**src/rtl/uart_rx_deserializer_if.sv**
```systemverilog
// Receiver-side signal bundle for the UART RX deserializer.
//   bit_period : clocks per serial bit (CFGR[15:0])
//   serial_in  : raw rxd pin, asynchronous, idle high
//   data       : last correctly framed byte
//   rx_busy    : frame in progress
//   rx_done    : one-cycle strobe, new byte on data
//   frame_err  : one-cycle strobe, stop bit sampled low
// master = the side that configures and drives the line; slave = the receiver.
interface uart_rx_deserializer_if;
  logic [15:0] bit_period;
  logic        serial_in;
  logic [7:0]  data;
  logic        rx_busy;
  logic        rx_done;
  logic        frame_err;

  modport master (
    output bit_period, serial_in,
    input  data, rx_busy, rx_done, frame_err
  );

  modport slave (
    input  bit_period, serial_in,
    output data, rx_busy, rx_done, frame_err
  );
endinterface

```
**src/rtl/uart_rx_deserializer.sv**
```systemverilog
// UART receiver, 8N1, LSB first.
// Synchronises the asynchronous rxd pin, validates the start bit at its centre, majority-samples
// each data bit at its centre and presents the byte with a one-cycle rx_done strobe. A low stop
// bit gives a one-cycle frame_err strobe and the receiver then waits for the line to go high.
// Ports:
//   clk  : system clock
//   nrst : synchronous, active-low reset
//   bus  : slave side of uart_rx_deserializer_if (bit_period, serial_in in;
//          data, rx_busy, rx_done, frame_err out)
module uart_rx_deserializer #(
  parameter int unsigned SYNC_STAGES = 2,
  parameter int unsigned MIN_PERIOD  = 4
) (
  input logic                   clk,
  input logic                   nrst,
  uart_rx_deserializer_if.slave bus
);

  localparam logic [15:0] MinPeriod = 16'(MIN_PERIOD);

  typedef enum logic [2:0] {
    StIdle,
    StStart,
    StData,
    StStop,
    StBreak
  } state_e;

  logic [SYNC_STAGES-1:0] sync_q;
  logic [2:0]             hist_q;
  logic                   rxs;
  logic                   maj;
  logic                   full_tick;
  logic                   half_tick;
  logic                   disabled;

  state_e      state_q;
  logic [15:0] cnt_q;
  logic [2:0]  idx_q;
  logic [7:0]  shift_q;
  logic [7:0]  data_q;
  logic        rx_busy_q;
  logic        rx_done_q;
  logic        frame_err_q;

  // Synchroniser and sample history both reset to the idle (high) line level.
  always_ff @(posedge clk) begin
    if (!nrst) begin
      sync_q <= '1;
      hist_q <= '1;
    end else begin
      sync_q <= {sync_q[SYNC_STAGES-2:0], bus.serial_in};
      hist_q <= {hist_q[1:0], rxs};
    end
  end

  assign rxs       = sync_q[SYNC_STAGES-1];
  assign maj       = (hist_q[0] & hist_q[1]) | (hist_q[0] & hist_q[2]) | (hist_q[1] & hist_q[2]);
  assign full_tick = (cnt_q == (bus.bit_period - 16'd1));
  assign half_tick = (cnt_q == ((bus.bit_period >> 1) - 16'd1));
  assign disabled  = (bus.bit_period < MinPeriod);

  always_ff @(posedge clk) begin
    if (!nrst) begin
      state_q     <= StIdle;
      cnt_q       <= '0;
      idx_q       <= '0;
      shift_q     <= '0;
      data_q      <= '0;
      rx_busy_q   <= 1'b0;
      rx_done_q   <= 1'b0;
      frame_err_q <= 1'b0;
    end else begin
      rx_done_q   <= 1'b0;
      frame_err_q <= 1'b0;
      if (disabled) begin
        // Too short a bit period: abandon any frame silently.
        state_q   <= StIdle;
        cnt_q     <= '0;
        idx_q     <= '0;
        rx_busy_q <= 1'b0;
      end else begin
        unique case (state_q)
          StIdle: begin
            cnt_q <= '0;
            if (!rxs) begin
              state_q   <= StStart;
              rx_busy_q <= 1'b1;
            end
          end
          StStart: begin
            if (half_tick) begin
              cnt_q <= '0;
              idx_q <= '0;
              if (maj) begin
                // Start bit not low at its centre: treat as a glitch.
                state_q   <= StIdle;
                rx_busy_q <= 1'b0;
              end else begin
                state_q <= StData;
              end
            end else begin
              cnt_q <= cnt_q + 16'd1;
            end
          end
          StData: begin
            if (full_tick) begin
              cnt_q   <= '0;
              shift_q <= {maj, shift_q[7:1]};
              idx_q   <= idx_q + 3'd1;
              if (idx_q == 3'd7) begin
                state_q <= StStop;
              end
            end else begin
              cnt_q <= cnt_q + 16'd1;
            end
          end
          StStop: begin
            if (full_tick) begin
              cnt_q <= '0;
              if (maj) begin
                data_q    <= shift_q;
                rx_done_q <= 1'b1;
                rx_busy_q <= 1'b0;
                state_q   <= StIdle;
              end else begin
                frame_err_q <= 1'b1;
                state_q     <= StBreak;
              end
            end else begin
              cnt_q <= cnt_q + 16'd1;
            end
          end
          StBreak: begin
            // A held-low line reports only one framing error.
            cnt_q <= '0;
            if (rxs) begin
              state_q   <= StIdle;
              rx_busy_q <= 1'b0;
            end
          end
          default: begin
            state_q   <= StIdle;
            cnt_q     <= '0;
            rx_busy_q <= 1'b0;
          end
        endcase
      end
    end
  end

  assign bus.data      = data_q;
  assign bus.rx_busy   = rx_busy_q;
  assign bus.rx_done   = rx_done_q;
  assign bus.frame_err = frame_err_q;

endmodule

```
**src/flat_wrapper.sv**
```systemverilog
// flat-port wrapper written by rule: the top's interface ports become plain ports
module uart_rx_deserializer_flat 
#(
  parameter int unsigned SYNC_STAGES = 2,
  parameter int unsigned MIN_PERIOD  = 4
)
  (clk, nrst, bus_bit_period, bus_serial_in, bus_data, bus_rx_busy, bus_rx_done, bus_frame_err);
  uart_rx_deserializer_if bus_i ();
  input logic clk;
  input logic nrst;
  input wire logic [$bits(bus_i.bit_period)-1:0] bus_bit_period;
  input wire logic [$bits(bus_i.serial_in)-1:0] bus_serial_in;
  output wire logic [$bits(bus_i.data)-1:0] bus_data;
  output wire logic [$bits(bus_i.rx_busy)-1:0] bus_rx_busy;
  output wire logic [$bits(bus_i.rx_done)-1:0] bus_rx_done;
  output wire logic [$bits(bus_i.frame_err)-1:0] bus_frame_err;
  assign bus_i.bit_period = bus_bit_period;
  assign bus_i.serial_in = bus_serial_in;
  assign bus_data = bus_i.data;
  assign bus_rx_busy = bus_i.rx_busy;
  assign bus_rx_done = bus_i.rx_done;
  assign bus_frame_err = bus_i.frame_err;
  uart_rx_deserializer #(.SYNC_STAGES(SYNC_STAGES), .MIN_PERIOD(MIN_PERIOD)) u_core (.clk(clk), .nrst(nrst), .bus(bus_i));
endmodule
```
**config.mk**
```make
export PLATFORM = sky130hd
export DESIGN_NAME = uart_rx_deserializer_flat
export DESIGN_NICKNAME = d
export VERILOG_FILES = /design/src/rtl/uart_rx_deserializer_if.sv /design/src/rtl/uart_rx_deserializer.sv /design/src/flat_wrapper.sv
export SDC_FILE = /design/constraint.sdc
export NUM_CORES = 1
export LEC_CHECK = 0
export CAP_MARGIN = 25
export CORE_ASPECT_RATIO = 1.1
export CORE_MARGIN = 2
export CORE_UTILIZATION = 57
export DETAILED_ROUTE_END_ITERATION = 8
export GPL_ROUTABILITY_DRIVEN = 0
export PLACE_DENSITY = 0.8
export SETUP_SLACK_MARGIN = 0.15
export SLEW_MARGIN = 20
export SYNTH_ARGS = -nofsm -noshare
export SYNTH_HDL_FRONTEND = slang
export SYNTH_SLANG_ARGS = --single-unit
```
**constraint.sdc**
```tcl
create_clock -name clk -period 3.5 [get_ports clk]
set_input_delay 0.525 -clock clk [delete_from_list [all_inputs] [get_ports clk]]
set_output_delay 0.525 -clock clk [all_outputs]
set_load 0.05 [all_outputs]
```
### Yosys cells after proc, flatten, opt, wreduce, memory -nomap -nowiden

Index checks and enable logic that the tools add are counted.

* bitwise operators: 10
* $lt $le $gt $ge: 1
* equal/unequal tests: 13
* reductions and logical operators: 10
* add/sub/neg operators: 4
* multiplexer cells: 23

Operator list (count)
* equality test 16 bit: 2
* two-way mux 16 bit: 2
* one-hot mux 16 bit (2 select lines): 1
* two-way mux 3 bit: 9
* adder 16 x 1 -> 16 bit, second input constant: 1
* less-than comparator 16 x 3 -> 1 bit, second input constant: 1
* subtractor 15 x 1 -> 16 bit, second input constant: 1
* subtractor 16 x 1 -> 16 bit, second input constant: 1
* one-hot mux 3 bit (5 select lines): 1
* inequality test 2 x 1 -> 1 bit, second input constant: 5
* two-way mux 1 bit: 7
* equality test 3 x 2 -> 1 bit, second input constant: 2
* equality test 3 bit, second input constant: 2
* one-hot mux 3 bit (2 select lines): 1
* AND reduction 3 bit: 2
* AND reduction 6 bit: 1
* inverter 1 bit: 5
* one-hot mux 1 bit (5 select lines): 1
* AND reduction 5 bit: 1
* AND reduction 4 bit: 1
* OR reduction 2 bit: 2
* OR reduction 4 bit: 1
* adder 3 x 1 -> 3 bit, second input constant: 1
* AND 1 bit: 3
* other kinds (6): 7

* bits of input ports: 19
* output and inout bits: 11
* register bits after elaboration: 46

### Depth between registers and ports, before layout

* depth after elaboration: 6
* mapped depth: 12

### Least setup slack after synthesis

No wires, ideal clock.

* path kind: input to register
* from: in bus_bit_period[1]
* to: reg u_core.cnt_q[7]
* library setup time: 0.064 ns
* data required time: 3.436 ns
* path slack: 0.235 ns
* arrival time: 3.201 ns
* stages on the path: 12
* cells stage by stage: clkbuf_1 -> inv_1 -> ha_1 -> or4b_4 -> or4_1 -> xnor2_1 -> a21oi_1 -> nor4_2 -> a2111oi_0 -> nand2_1 -> buf_4 -> nor2_1

* word-level cells in the longest chain between the ends: 4

Ends and longest elaborated chain
* start: declaration: line flat_wrapper.sv:11 `input wire logic [$bits(bus_i.bit_period)-1:0] bus_bit_period;`
* subtractor 16 x 1 -> 16 bit / subtractor 15 x 1 -> 16 bit (equally long branches): line uart_rx_deserializer.sv:59, uart_rx_deserializer.sv:60
* equality test 16 bit, on equally long branches: line uart_rx_deserializer.sv:59, uart_rx_deserializer.sv:60
* two-way mux 16 bit, on equally long branches: line uart_rx_deserializer.sv:107, uart_rx_deserializer.sv:119, uart_rx_deserializer.sv:92
* one-hot mux 16 bit (2 select lines): line uart_rx_deserializer.sv:83 `unique case (state_q)`
* end signal: assignment: line uart_rx_deserializer.sv:103 `cnt_q <= cnt_q + 16'd1;`
* end signal: assignment: line uart_rx_deserializer.sv:115 `cnt_q <= cnt_q + 16'd1;`
* end signal: assignment: line uart_rx_deserializer.sv:131 `cnt_q <= cnt_q + 16'd1;`
* end: declaration: line uart_rx_deserializer.sv:38 `logic [15:0] cnt_q;`

Several ways; a longest one is shown, not always the timed one.
A chain may end at the register's enable or synchronous reset.

### Worst setup path in the final report

* from: in bus_bit_period[2]
* to: reg u_core.state_q[1]

* word-level cells in the longest chain between the ends: 4

Ends and longest elaborated chain
* subtractor 16 x 1 -> 16 bit / subtractor 15 x 1 -> 16 bit (equally long branches): line uart_rx_deserializer.sv:59, uart_rx_deserializer.sv:60
* equality test 16 bit, on equally long branches: line uart_rx_deserializer.sv:59, uart_rx_deserializer.sv:60
* inequality test 2 x 1 -> 1 bit (no source line)
* AND reduction 6 bit (no source line)
* end signal: assignment: line uart_rx_deserializer.sv:65 `state_q <= StIdle;`
* end signal: assignment: line uart_rx_deserializer.sv:78 `state_q <= StIdle;`
* end signal: assignment: line uart_rx_deserializer.sv:87 `state_q <= StStart;`
* end: declaration: line uart_rx_deserializer.sv:37 `state_e state_q;`

Several ways; a longest one is shown, not always the timed one.

==> metrics.log <==
INFO  metric timing.slew.headroom = 66.2%
INFO  metric crit_path_max_incr_delay = 0.54 ns
INFO  metric first_global_vias = 2524
INFO  metric timing.critical_path.from_type = input pin
INFO  metric critPathTopFamily = simple AND/OR/NAND/NOR gates
INFO  metric mostFrequentLayoutCells = sky130_fd_sc_hd__nor2_1, sky130_fd_sc_hd__dfxtp_1, sky130_fd_sc_hd__buf_4, sky130_fd_sc_hd__xnor2_1, sky130_fd_sc_hd__clkdlybuf4s50_1
INFO  metric worst_path_max_delay_cell = sky130_fd_sc_hd__or4_1
INFO  metric drt-vias-per-instance = 5.88
INFO  metric tritoncts_num_sinks = 46
INFO  metric syn2layout_area_growth = 22.4%
INFO  metric detailroute.via_count = 2759
INFO  metric antennaDiodeCount = 0
INFO  metric crit_chain = clkdlybuf4s50_1 -> inv_1 -> ha_1 -> or4b_4 -> or4_1 -> a21oi_1 -> o21ai_1 -> or4_1 -> or2_1 -> a211oi_2
INFO  metric timing.final.crit_period = 3.22 ns
INFO  metric synthMuxAreaShare = 5.36%
INFO  metric worst-setup-path-type = in2reg
INFO  metric cts_tree = done
INFO  metric cts_buffer_depth = 2
INFO  metric routedWlPerCell = 15.3 um
INFO  metric ys_ff_latch = 46
INFO  metric synth-async-reset-ratio = 0%
INFO  metric detail_route.drc_violations = 0
INFO  metric crit_path_frequent_cell = sky130_fd_sc_hd__or4_1
INFO  metric maxCapViolCount = 0
INFO  metric grt_usage = 25.8%
INFO  metric post_layout_total_power = 0.00101 W
INFO  metric ys_seq_area_share = 30.8%
INFO  metric final-setup-viol-count = 0
INFO  metric worstSetupEndpointType = flop
INFO  metric drt-initial-drc-count = 141
INFO  metric fraction_of_layout_cells_with_a_size_suffix_above_1 = 13.9%
INFO  metric synth.lib_cells_used.distinct = 56
INFO  metric grt_max_degree = 18
INFO  metric io_pins = 30
INFO  metric max_clock_freq = 310 MHz
INFO  metric coreArea = 5030 um2
INFO  metric die_width = 73.0 um
INFO  metric most_frequent_standard_cell_in_the_layout_excluding_fill_and_tap_cells = sky130_fd_sc_hd__nor2_1
INFO  metric synth-xor-area-share = 16.1%
INFO  metric crit_path_max_fanout = 4
INFO  metric path_buf_inv = 2
INFO  metric synth_compound_gate_area_share = 9.38%
INFO  metric combinational_family_with_the_most_area_after_synthesis = simple AND/OR/NAND/NOR gates
INFO  metric synth.area.top_cells = sky130_fd_sc_hd__dfxtp_1, sky130_fd_sc_hd__xnor2_1, sky130_fd_sc_hd__xor2_1
INFO  metric final_hold_violation_count = 0
INFO  metric worst_slew_pin_slew = 0.506 ns
INFO  metric avgSynthCellArea = 8.17 um2
INFO  metric drt-pass1-iter-count = 4
INFO  metric grt_setup_unrepaired = yes
INFO  metric final.setup.worst_slack = 0.277 ns
INFO  metric number_of_antenna_violations_at_the_first_check_in_global_routing = 0
INFO  metric crit_required = 3.74 ns
INFO  metric ir_worst_vdd = 0.272 mV
INFO  metric die_height = 80.0 um
INFO  metric h-tree-depth = 2
INFO  metric detailed_route_wire_length = 7.20 mm
INFO  metric final_min_period_over_clock_period = 92.1%
INFO  metric die_area = 5840 um2
INFO  metric arrival = 3.46 ns
INFO  metric syn-num-nets = 390
INFO  metric synth_warnings = 0
INFO  metric dpl.hpwl = 5.28 mm
INFO  metric synth_top_area_share = 30.8%
INFO  metric maxSlewViolCount = 0
INFO  metric worst_hold_path_type = reg2reg
INFO  metric cts_hold_repair.buffers = 0
INFO  metric cts_made_buffers = 5
INFO  metric dpl-instance-area = 3500 um2
INFO  metric core.rowCount = 27
INFO  metric synth_enable_flop_cells = 0
INFO  metric fin_worst_skew = 0.00652 ns
INFO  metric finalInstanceArea = 3660 um2
INFO  metric preCtsSetupSlack = -0.136 ns
INFO  metric synthFlopType = sky130_fd_sc_hd__dfxtp_1
INFO  metric cellLeakagePower = 1.32 nW
INFO  metric power.density = 277 nW/um2
INFO  metric area_of_the_mapped_netlist = 2990 um2
INFO  metric detail-route-antenna-nets = 0
INFO  metric clk_pin_slew_worst_paths = 0.09 ns
INFO  metric portBuffers = 29
INFO  metric timing.setup.tns = 0 ns
INFO  metric arithmetic_cell_share_of_the_synthesized_area_counting_full_adders_half_adders_and_majority_gates = 2.76%
INFO  metric netlist_instances = 366
INFO  metric wire_length_of_the_first_global_routing_pass = 11.7 mm
INFO  metric final_nets = 434
INFO  metric synth.largest_area_cell = sky130_fd_sc_hd__dfxtp_1
INFO  metric floorplan.initialDensity = 59.4%
INFO  metric run_status = finished, final reports clean
INFO  metric clk-insertion-delay-late = 0.31 ns
INFO  metric synth_simple_gate_area_share = 30.6%
INFO  metric globalRoute.totalOverflow = 0
INFO  metric ctsRootBufferMaster = sky130_fd_sc_hd__clkbuf_8
## metrics by stage
stage                     hold WS [ns]  util [%]  instances
final                            0.414      72.7        469
after global routing             0.425      72.7        469
after CTS                        0.416      71.3        467
after detailed placement         0.395      69.6        459
after global placement           0.388      69.6        459
after floorplan                  0.386         -        366
## report_power, final
part	internal (W)	switching, W
Sequential	0.000526	0.00000402
Combinational	0.0000692	0.0000806
Clock	0.000141	0.000194
Total	0.000736	0.000278
## logic make-up (layout without fill, tap and decap cells)
family                   count (synthesis)  after routing
XOR/XNOR                                55             55
AND/OR/NAND/NOR                        165            165
AO/OA/AOI/OAI                           41             41
adder cells (fa/ha/maj)                  7              7
multiplexers                            16             16
flip-flops                              46             46
buffers and inverters                   36             81
## cells in the mapped netlist, types with 2 or more instances
| cell | n |
|---|---|
| sky130_fd_sc_hd__clkbuf_1 | 19 |
| sky130_fd_sc_hd__inv_1 | 7 |
| sky130_fd_sc_hd__o21ai_1 | 3 |
| sky130_fd_sc_hd__buf_2 | 2 |
| sky130_fd_sc_hd__or2_1 | 2 |
| sky130_fd_sc_hd__or4_1 | 9 |
| sky130_fd_sc_hd__a21o_1 | 2 |
| sky130_fd_sc_hd__mux2i_1 | 16 |
| sky130_fd_sc_hd__a211oi_1 | 2 |
| sky130_fd_sc_hd__nor2_1 | 49 |
| sky130_fd_sc_hd__nor3b_1 | 5 |
| sky130_fd_sc_hd__nand3b_1 | 3 |
| sky130_fd_sc_hd__nand2b_1 | 11 |
| sky130_fd_sc_hd__nor4_2 | 2 |
| sky130_fd_sc_hd__nor4bb_1 | 2 |
| sky130_fd_sc_hd__nand3_1 | 13 |
| sky130_fd_sc_hd__o211ai_1 | 2 |
| sky130_fd_sc_hd__a22o_1 | 2 |
| sky130_fd_sc_hd__nor4_1 | 11 |
| sky130_fd_sc_hd__nor3_1 | 12 |
| sky130_fd_sc_hd__xor2_1 | 24 |
| sky130_fd_sc_hd__buf_1 | 5 |
| sky130_fd_sc_hd__nor2b_1 | 3 |
| sky130_fd_sc_hd__nor4b_2 | 2 |
| sky130_fd_sc_hd__a21oi_1 | 9 |
| sky130_fd_sc_hd__xnor2_1 | 31 |
| sky130_fd_sc_hd__a31oi_1 | 3 |
| sky130_fd_sc_hd__maj3_1 | 2 |
| sky130_fd_sc_hd__nand2_1 | 15 |
| sky130_fd_sc_hd__ha_1 | 5 |
| sky130_fd_sc_hd__nand4_1 | 16 |
| sky130_fd_sc_hd__and3_1 | 4 |
| sky130_fd_sc_hd__o21ai_0 | 5 |
| sky130_fd_sc_hd__dfxtp_1 | 46 |
## sequential cells by signal, indices dropped and copies added (netlist names)
register / flops
u_core.cnt_q: 16
u_core.bus.data: 8
u_core.shift_q: 8
u_core.hist_q: 3
u_core.idx_q: 3
u_core.state_q: 3
u_core.sync_q: 2
u_core.bus.frame_err: 1
u_core.bus.rx_busy: 1
u_core.bus.rx_done: 1
## final timing paths
kind | from | end | slack (ns) | cells after the start
max | bus_bit_period[2] | u_core.state_q[1] | 0.28 | 10
min reg2reg | u_core.sync_q[0] | u_core.sync_q[1] | 0.41 | 1
min | u_core.sync_q[0] | u_core.sync_q[1] | 0.41 | 1
max reg2reg | u_core.cnt_q[1] | u_core.idx_q[0] | 0.95 | 9
## per-layer routing
| metal | wire (um) | vias to the layer above | global-route usage [%] |
|---|---|---|---|
| met5 | 0 | - | 0 |
| met4 | 87 | 0 | 7.41 |
| met3 | 472 | 11 | 5.56 |
| met2 | 3470 | 80 | 42.2 |
| met1 | 3170 | 1283 | 34.0 |
| li1 | - | 1385 | - |
## timing repair
item,in CTS,in global routing
resized for setup,0,9
setup buffers,0,2
endpoints found under the setup margin,0,31
## final cells by class
class	instances	area [um2]
multi-input combinational	284	1970
fill	388	1370
sequential	46	921
timing repair buffer	65	573
tap	58	72.6
clock buffer	5	68.8
inverter	8	30.0
clock inverter	3	21.3
No activity file was read; power rests on OpenSTA's default activity.
